$ cat src/rtl/sdram_pkg.sv
// Shared SDRAM controller definitions: command encodings and refresh FSM states.
package sdram_pkg;

  // {cs_n, ras_n, cas_n, we_n}
  localparam logic [3:0] CMD_NOP  = 4'b0111;
  localparam logic [3:0] CMD_PRE  = 4'b0010;
  localparam logic [3:0] CMD_AREF = 4'b0001;

  typedef enum logic [2:0] {
    IDLE,
    PRE,
    WAIT_RP,
    AREF,
    WAIT_RFC
  } ref_state_t;

  // Command driven on the bus while the refresh engine sits in a given state.
  function automatic logic [3:0] ref_cmd(input ref_state_t st);
    case (st)
      PRE:     return CMD_PRE;
      AREF:    return CMD_AREF;
      default: return CMD_NOP;
    endcase
  endfunction

endpackage

$ cat src/rtl/sdram_ref_timer.sv
// Free-running refresh interval timer: counts 0..REF_PERIOD-1 while enabled
// and flags the terminal count.
module sdram_ref_timer
  import sdram_pkg::*;
#(
  parameter int unsigned REF_PERIOD = 750
) (
  input  logic sclk,
  input  logic s_rst,
  input  logic enable,
  output logic tick
);

  localparam int unsigned CNT_W = (REF_PERIOD > 1) ? $clog2(REF_PERIOD) : 1;

  logic [CNT_W-1:0] cnt_q, cnt_d;
  logic             at_end;

  assign at_end = (cnt_q == CNT_W'(REF_PERIOD - 1));
  assign tick   = enable & at_end;

  // Next count: advance while enabled, wrap on terminal count.
  always_comb begin
    cnt_d = cnt_q;
    if (enable) begin
      cnt_d = at_end ? '0 : cnt_q + 1'b1;
    end
  end

  // Counter register.
  always_ff @(posedge sclk) begin
    if (s_rst) begin
      cnt_q <= '0;
    end else begin
      cnt_q <= cnt_d;
    end
  end

endmodule

$ cat src/rtl/sdram_ref_ctrl.sv
// SDRAM auto-refresh engine: accumulates refresh debt from the interval timer
// and, once granted, issues PRECHARGE-ALL then one AUTO-REFRESH per debt unit.
// T_RP and T_RFC must be at least 2.
module sdram_ref_ctrl
  import sdram_pkg::*;
#(
  parameter int unsigned REF_PERIOD = 750,
  parameter int unsigned T_RP       = 2,
  parameter int unsigned T_RFC      = 4,
  parameter int unsigned MAX_DEBT   = 8,
  parameter int unsigned URGENT_TH  = 6,
  parameter int unsigned ADDR_W     = 12,
  parameter int unsigned BANK_W     = 2,
  parameter int unsigned A10_BIT    = 10
) (
  input  logic              sclk,
  input  logic              s_rst,
  input  logic              flag_init_end,
  input  logic              ref_en,
  output logic              ref_req,
  output logic              ref_urgent,
  output logic              ref_busy,
  output logic              flag_ref_end,
  output logic              ref_overflow,
  output logic [3:0]        sdram_cmd,
  output logic [ADDR_W-1:0] sdram_addr,
  output logic [BANK_W-1:0] sdram_bank
);

  localparam int unsigned DEBT_W = $clog2(MAX_DEBT + 1);
  localparam int unsigned T_MAX  = (T_RP > T_RFC) ? T_RP : T_RFC;
  localparam int unsigned WAIT_W = $clog2(T_MAX) + 1;

  localparam logic [WAIT_W-1:0] RP_LAST  = WAIT_W'(T_RP - 2);
  localparam logic [WAIT_W-1:0] RFC_LAST = WAIT_W'(T_RFC - 2);
  localparam logic [DEBT_W-1:0] DEBT_MAX = DEBT_W'(MAX_DEBT);
  localparam logic [DEBT_W-1:0] DEBT_URG = DEBT_W'(URGENT_TH);

  ref_state_t        state_q, state_d;
  logic [DEBT_W-1:0] debt_q, debt_d;
  logic [DEBT_W-1:0] n_q, n_d;
  logic [DEBT_W-1:0] left_q, left_d;
  logic [DEBT_W-1:0] debt_base;
  logic [WAIT_W-1:0] wait_q, wait_d;
  logic              init_seen_q, init_seen_d;
  logic              done;
  logic              tick;

  logic              req_q, req_d;
  logic              urgent_q, urgent_d;
  logic              busy_q, busy_d;
  logic              end_q, end_d;
  logic              ovf_q, ovf_d;
  logic [3:0]        cmd_q, cmd_d;
  logic [ADDR_W-1:0] addr_q, addr_d;

  sdram_ref_timer #(
    .REF_PERIOD (REF_PERIOD)
  ) u_timer (
    .sclk   (sclk),
    .s_rst  (s_rst),
    .enable (init_seen_q),
    .tick   (tick)
  );

  // Burst sequencing: PRE, tRP gap, then n AREFs each followed by a tRFC gap.
  always_comb begin
    state_d = state_q;
    n_d     = n_q;
    left_d  = left_q;
    wait_d  = wait_q;
    done    = 1'b0;
    case (state_q)
      IDLE: begin
        if (ref_en && req_q) begin
          state_d = PRE;
          n_d     = debt_q;
          left_d  = debt_q;
        end
      end
      PRE: begin
        state_d = WAIT_RP;
        wait_d  = '0;
      end
      WAIT_RP: begin
        if (wait_q == RP_LAST) begin
          state_d = AREF;
        end else begin
          wait_d = wait_q + 1'b1;
        end
      end
      AREF: begin
        state_d = WAIT_RFC;
        wait_d  = '0;
        left_d  = left_q - 1'b1;
      end
      WAIT_RFC: begin
        if (wait_q == RFC_LAST) begin
          if (left_q != '0) begin
            state_d = AREF;
          end else begin
            state_d = IDLE;
            done    = 1'b1;
          end
        end else begin
          wait_d = wait_q + 1'b1;
        end
      end
      default: state_d = IDLE;
    endcase
  end

  // Debt bookkeeping: completion retires the frozen n, a tick adds one.
  always_comb begin
    init_seen_d = init_seen_q | flag_init_end;
    debt_base   = done ? (debt_q - n_q) : debt_q;
    debt_d      = debt_base;
    ovf_d       = ovf_q;
    if (tick) begin
      if (debt_base == DEBT_MAX) begin
        ovf_d = 1'b1;
      end else begin
        debt_d = debt_base + 1'b1;
      end
    end
  end

  // Outputs are decoded from next-state values so the registered copies line
  // up with the state they describe rather than trailing it by a cycle.
  always_comb begin
    req_d           = (state_d == IDLE) && (debt_d != '0);
    urgent_d        = (debt_d >= DEBT_URG);
    busy_d          = (state_d != IDLE);
    end_d           = (state_d == WAIT_RFC) && (left_d == '0) && (wait_d == RFC_LAST);
    cmd_d           = ref_cmd(state_d);
    addr_d          = '0;
    addr_d[A10_BIT] = (state_d == PRE);
  end

  // State, debt and output registers.
  always_ff @(posedge sclk) begin
    if (s_rst) begin
      state_q     <= IDLE;
      debt_q      <= '0;
      n_q         <= '0;
      left_q      <= '0;
      wait_q      <= '0;
      init_seen_q <= 1'b0;
      req_q       <= 1'b0;
      urgent_q    <= 1'b0;
      busy_q      <= 1'b0;
      end_q       <= 1'b0;
      ovf_q       <= 1'b0;
      cmd_q       <= CMD_NOP;
      addr_q      <= '0;
    end else begin
      state_q     <= state_d;
      debt_q      <= debt_d;
      n_q         <= n_d;
      left_q      <= left_d;
      wait_q      <= wait_d;
      init_seen_q <= init_seen_d;
      req_q       <= req_d;
      urgent_q    <= urgent_d;
      busy_q      <= busy_d;
      end_q       <= end_d;
      ovf_q       <= ovf_d;
      cmd_q       <= cmd_d;
      addr_q      <= addr_d;
    end
  end

  assign ref_req      = req_q;
  assign ref_urgent   = urgent_q;
  assign ref_busy     = busy_q;
  assign flag_ref_end = end_q;
  assign ref_overflow = ovf_q;
  assign sdram_cmd    = cmd_q;
  assign sdram_addr   = addr_q;
  assign sdram_bank   = '0;

endmodule

$ cat config.mk
export PLATFORM = sky130hd
export DESIGN_NAME = sdram_ref_ctrl
export DESIGN_NICKNAME = d
export VERILOG_FILES = /design/src/rtl/sdram_pkg.sv /design/src/rtl/sdram_ref_timer.sv /design/src/rtl/sdram_ref_ctrl.sv
export SDC_FILE = /design/constraint.sdc
export NUM_CORES = 1
export LEC_CHECK = 0
export BUFFER_PORTS_ARGS = -buffer_cell sky130_fd_sc_hd__buf_2
export CELL_PAD_IN_SITES_DETAIL_PLACEMENT = 1
export CELL_PAD_IN_SITES_GLOBAL_PLACEMENT = 1
export CORE_UTILIZATION = 25
export DETAILED_ROUTE_END_ITERATION = 8
export PLACE_DENSITY_LB_ADDON = 0.1
export SYNTH_ARGS = -nofsm -noshare
export SYNTH_HDL_FRONTEND = slang
export SYNTH_SLANG_ARGS = --single-unit
$ cat constraint.sdc
create_clock -name sclk -period 3.81 [get_ports sclk]
set_clock_uncertainty 0.15 [all_clocks]
set_input_delay 0.762 -clock sclk [delete_from_list [all_inputs] [get_ports sclk]]
set_output_delay 0.762 -clock sclk [all_outputs]
set_load 0.01 [all_outputs]
==> metrics.md, run 1 <==
| Metric | Value |
|---|---|
| Status | finished, final reports clean |
| Total power | 796 uW |
| WP buf/inv | 2 |
| Yosys warns | 0 |
| CTS buffer count | 5 |
| Max Cap Viol | 0 |
| Crit-path leading delay family | simple AND/OR/NAND/NOR gates |
| Crit path max fanout | 5 |
| Synthesized area | 2130 um2 |
| Die height | 94.4 um |
| # resized after CTS | 0 |
| Clk_lat worst skew | 0.29 ns |
| Placed Cells | 363 |
| Fin. Hold Viols | 0 |
| Fin cells | 371 |
| Final period utilization | 73.8% |
| Drt wl/cell | 14.0 um |
| Max clock buf depth | 2 |
| Routability congestion estimate from global placement | 0.733 |
| Fin. max-slew vios | 0 |
| CTS Sinks | 38 |
| Core area | 8220 um2 |
| Setup TNS | 0 ns |
| Leakage | 0.000925 uW |
| Antenna viol nets, final | 0 |
| Antenna violations before repair | 0 |
| H-tree depth | 2 |
| Mapped Cells | 254 |
| Area leader, netlist | dfxtp_1 |
| WL final | 5180 um |
| Num rows | 33 |
| Peak supply drop | 0.138 mV |
| Initial Util | 25.9% |
| Endpoint type of the worst setup path | flop |
| Die Wd | 94.4 um |
| First-pass GRT wire length | 8610 um |
| Die ar. | 8900 um2 |
| Vias in the first global route | 1651 |
| Arr. time, crit path | 2.84 ns |
| Pin count of the biggest net entering global routing | 23 |
| Sequential area share after synthesis | 35.7% |
| Final setup fails | 0 |
| Area contributors post-synth | dfxtp_1 (36%), ha_1 (5.9%), nor2_1 (5.6%) |
| Pwr Density | 343 nW/um2 |
| Input/output buffers | 12 |
| CTS tree | yes |
| F_max | 356 MHz |
| Clock Tree Root | clkbuf_8 |
| Vias | 1689 |
| Most frequent cells in the layout | dfxtp_1 (38), nor2_1 (32), inv_1 (21) |
| Worst-path cell chain | inv_1, ha_1, or3b_2, nor4_1, or2_2, inv_1, ha_1, and2_1, or4_1, o31ai_1, a31oi_1 |
| Reg clk slew, reported paths | 0.08 ns |
| Hold Buf Count CTS | 0 |
| Via/cell ratio | 4.55 |
| Required time of the critical path | 3.84 ns |
| Initial DRC count | 63 |
| Flops & latches, synth | 38 |
| GRT Overall Usage | 12.8% |
| Crit-path max cell delay | 0.49 ns |
| Area growth syn-to-layout | 8.69% |
| Ant diodes | 0 |
| Syn Area/Cell | 8.39 um2 |
| RSZ-0062 raised after global routing | no |
| GRT Residual Overflow | 0 |
| Final #Nets | 280 |
| HP Class | reg -> reg |
| Hpwl dp | 3920 um |
| DRC violations left | 0 |
| Setup crit start kind | flop |
| Post-CTS Setup Inserts | 0 |
| I/O pins | 27 |
| Layout cells sized above 1 | 9.02% |
| Worst-Margin Slew | 0.650 ns |
| Detailed Routing Iterations Pass 1 | 4 |
| Number of flops mapped to enable cells by yosys | 0 |
| Hold_ws | 0.301 ns |
| Ys async rst share | 0% |
| Slowest-stage cell, CP | or3b_2 |
| Most common cell after layout, fill and taps aside | dfxtp_1 |
| Crit Path Class | reg -> reg |
| Share of the synthesized area in the top cell type | 35.7% |
| Slew headroom | 56.6% |
| Top FF cell, synth | dfxtp_1 |
| Post-layout min period | 2.81 ns |
| Yosys cell types | 52 |
==> final cells by class <==
| class | instances | area (um2) |
|---|---|---|
| clock buffer | 7 | 86.3 |
| inverter | 21 | 78.8 |
| multi-input combinational | 187 | 1190 |
| sequential | 38 | 761 |
| fill | 1004 | 5900 |
| tap | 105 | 131 |
| timing repair buffer | 12 | 60.1 |
| clock inverter | 1 | 5.00 |
==> power by group <==
group          switching [uW]  internal (uW)
registers                13.0            409
logic                    48.6           27.7
clock network             151            146
total                     212            583
==> synth_stat cells, types with 3 or more instances <==
cell and count:
a21oi_1 10, a31oi_1 4, and2_1 4, buf_4 14
clkbuf_1 4, dfxtp_1 38, ha_1 10, inv_1 21
mux2i_1 4, nand2_1 14, nand2b_1 4, nand3_1 9
nand4_1 5, nand4bb_1 3, nor2_1 32, nor3_1 6
o211a_1 3, o21ai_0 11, or3_1 3, xnor2_1 4
xor2_1 9
==> cells by family (layout without fill, tap and decap cells) <==
family                   after synthesis  count (layout)  synth area share [%]
AND/OR/NAND/NOR                       98              98                  24.2
other                                  1              14                 0.176
flip-flops                            38              38                  35.7
AO/OA/AOI/OAI                         45              45                  13.7
multiplexers                           5               5                  2.41
XOR/XNOR                              14              14                  6.40
buffers and inverters                 42              41                  10.6
adder cells (fa/ha/maj)               11              11                  6.81
==> routing by layer <==
metal,GRT usage (%),wire (um),vias up
met3,2.42,145,6
met5,0,0,-
met2,19.1,2260,25
met1,18.1,2700,791
li1,-,-,867
met4,4.62,82,0
==> sequential cells by signal, indices dropped and copies added (netlist names), 3 cells and up <==
signal and count:
u_timer.cnt_q 10, debt_q 4, left_q 4, n_q 4, sdram_cmd 3, state_q 3
wait_q 3
==> worst paths after layout <==
path	start	endpoint	slack, ns	depth (start not counted)
setup reg to reg	left_q[0]	ref_req	1.0	11
hold reg to reg	ref_overflow	ref_overflow	0.30	2
setup / recovery	left_q[0]	ref_req	1.0	11
hold / removal	ref_overflow	ref_overflow	0.30	2
==> worst reg2reg max path, cell delays in order (launching register included) <==
cell and delay (ns):
dfxtp_1 0.31, inv_1 0.09, ha_1 0.23, or3b_2 0.49, nor4_1 0.29, or2_2 0.20, inv_1 0.04, ha_1 0.18
and2_1 0.14, or4_1 0.40, o31ai_1 0.08, a31oi_1 0.10
==> stage by stage <==
step	cell area [um2]	worst slack (ns)	utilization [%]
finish	2320	0.999	28.2
global route	2320	0.754	28.2
CTS	2320	1.00	28.2
detailed placement	2230	1.06	27.1
global placement	2230	1.10	27.1
floorplan	2180	1.23	-
Power figures use the tool's default switching activity.
==> inputs of run 2 (changes only) <==
==> constraint.sdc (replaced) <==
create_clock -name sclk -period 2.7 [get_ports sclk]
set_clock_uncertainty 0.15 [all_clocks]
set_input_delay 0.54 -clock sclk [delete_from_list [all_inputs] [get_ports sclk]]
set_output_delay 0.54 -clock sclk [all_outputs]
set_load 0.01 [all_outputs]
==> run 2 against run 1 <==
  * Total power grew 38%
  * Hold slack worse by 0.0011 ns
  * Register-to-register slack worse by 0.84 ns
  * Cell area up 5.0%
  * Sequential power increased by 40%
  * Flip-flop and latch count did not move
  * Sequential share of layout area fell by 1.5 points
  * Utilization rose by 1.4 points
  * First-iteration DRC count is 22% higher
  * Setup slack lost 0.84 ns
==> metrics.md, run 2 (synthesis gave the netlist of run 1 again) <==
| Metric | Value |
|---|---|
| Ant diodes | 0 |
| HP Class | reg -> reg |
| Crit path max fanout | 4 |
| Worst Slack Setup Final | 0.154 ns |
| Most frequent cells in the layout | dfxtp_1 (37), nor2_1 (32), inv_1 (19) |
| Setup crit start kind | flop |
| Vias in the first global route | 1759 |
| Core area | 8220 um2 |
| Final setup fails | 0 |
| Peak supply drop | 0.136 mV |
| Reg clk slew, reported paths | 0.07 ns |
| Drt wl/cell | 13.7 um |
| Final #Nets | 291 |
| I/O pins | 27 |
| CTS tree | yes |
| Most common cell after layout, fill and taps aside | dfxtp_1 |
| Status | finished, final reports clean |
| CTS Sinks | 38 |
| Area growth syn-to-layout | 14.1% |
| Design area | 2430 um2 |
| Max clock buf depth | 2 |
| GRT Overall Usage | 13.0% |
| Fin. max-slew vios | 0 |
| Pin count of the biggest net entering global routing | 23 |
| Required time of the critical path | 2.72 ns |
| Setup TNS | 0 ns |
| WL final | 5220 um |
| Endpoint type of the worst setup path | flop |
| Initial DRC count | 77 |
| Input/output buffers | 12 |
| Max Cap Viol | 0 |
| F_max | 393 MHz |
| DRC violations left | 0 |
| Pwr Density | 450 nW/um2 |
| Vias | 1724 |
| Arr. time, crit path | 2.57 ns |
| Routability congestion estimate from global placement | 0.741 |
| Dpl ws | 0.00626 ns |
| Detailed Routing Iterations Pass 1 | 4 |
| Die ar. | 8900 um2 |
| Die Wd | 94.4 um |
| Placed cell area | 2300 um2 |
| Slew headroom | 63.1% |
| Hpwl dp | 4090 um |
| Num rows | 33 |
| H-tree depth | 2 |
| Reg with most FFs | u_timer.cnt_q |
| Worst-Margin Slew | 0.551 ns |
| First-pass GRT wire length | 8780 um |
| Post-layout min period | 2.55 ns |
| Die height | 94.4 um |
| Antenna violations before repair | 0 |
| RSZ-0062 raised after global routing | no |
| Max reg flops | 10 |
| Leakage | 0.000968 uW |
| Clock Tree Root | clkbuf_8 |
| GRT Residual Overflow | 0 |
| Final period utilization | 94.3% |
| Via/cell ratio | 4.52 |
| Clk_lat worst skew | 0.29 ns |
| Antenna viol nets, final | 0 |
| Fin. Hold Viols | 0 |
| CTS buffer count | 5 |
| Layout cells sized above 1 | 15.2% |
| Initial Util | 25.9% |
| Crit Path Class | reg -> reg |
[run 2: worst max-delay path, cell delays in order, from the launching register on]
cell and delay [ns]:
dfxtp_2 0.34, inv_2 0.06, ha_2 0.17, inv_1 0.05, fa_1 0.52, nand4_1 0.12
nand2_1 0.09, ha_2 0.19, and2_1 0.14, or4_1 0.41, o31ai_1 0.08, a31oi_1 0.10
[run 2: cell type report]
cell class                 count  area [um2]
inverter                      21        78.8
timing repair buffer          23         143
clock buffer                   7        76.3
sequential                    38         762
multi-input combinational    187        1240
fill                         992        5780
tap                          105         131
[run 2: what timing repair did]
item | in CTS | in global routing
pin swaps | 0 | 5
setup endpoints to repair | 1 | 2
buffers inserted | 0 | 1
gates resized for setup | 1 | 11
hold buffers | 0 | 0
[run 2: path summary, 6_finish.rpt]
path,end,cells past startpoint,startpoint,slack (ns)
worst max-delay path,ref_req,11,debt_q[0],0.15
worst max register to register,ref_req,11,debt_q[0],0.15
worst min register to register,ref_overflow,2,ref_overflow,0.30
worst min-delay path,ref_overflow,2,ref_overflow,0.30
[run 2: stage by stage]
step	hold WS [ns]	util [%]	std cells	total power (uW)
floorplan	0.304	-	267	705
global placement	0.292	28.0	373	727
detailed placement	0.297	28.0	373	727
CTS	0.297	29.0	380	1110
global route	0.328	29.6	381	1150
finish	0.300	29.6	381	1090
[run 2: layer usage]
metal | part of all wire, % | GRT usage, % | up-vias | wire, um
met1 | 52 | 18.1 | 807 | 2710
met2 | 44 | 20.2 | 23 | 2310
met5 | 0 | 0 | - | 0
li1 | - | - | 887 | -
met3 | 2.6 | 2.50 | 7 | 134
met4 | 1.2 | 3.85 | 0 | 65
[run 2: power by group]
part           switching, uW  leakage, uW  total, uW  internal (uW)
clock network            195    0.0000383        373            178
logic                   78.7     0.000622        130           50.9
registers               14.4     0.000308        592            578
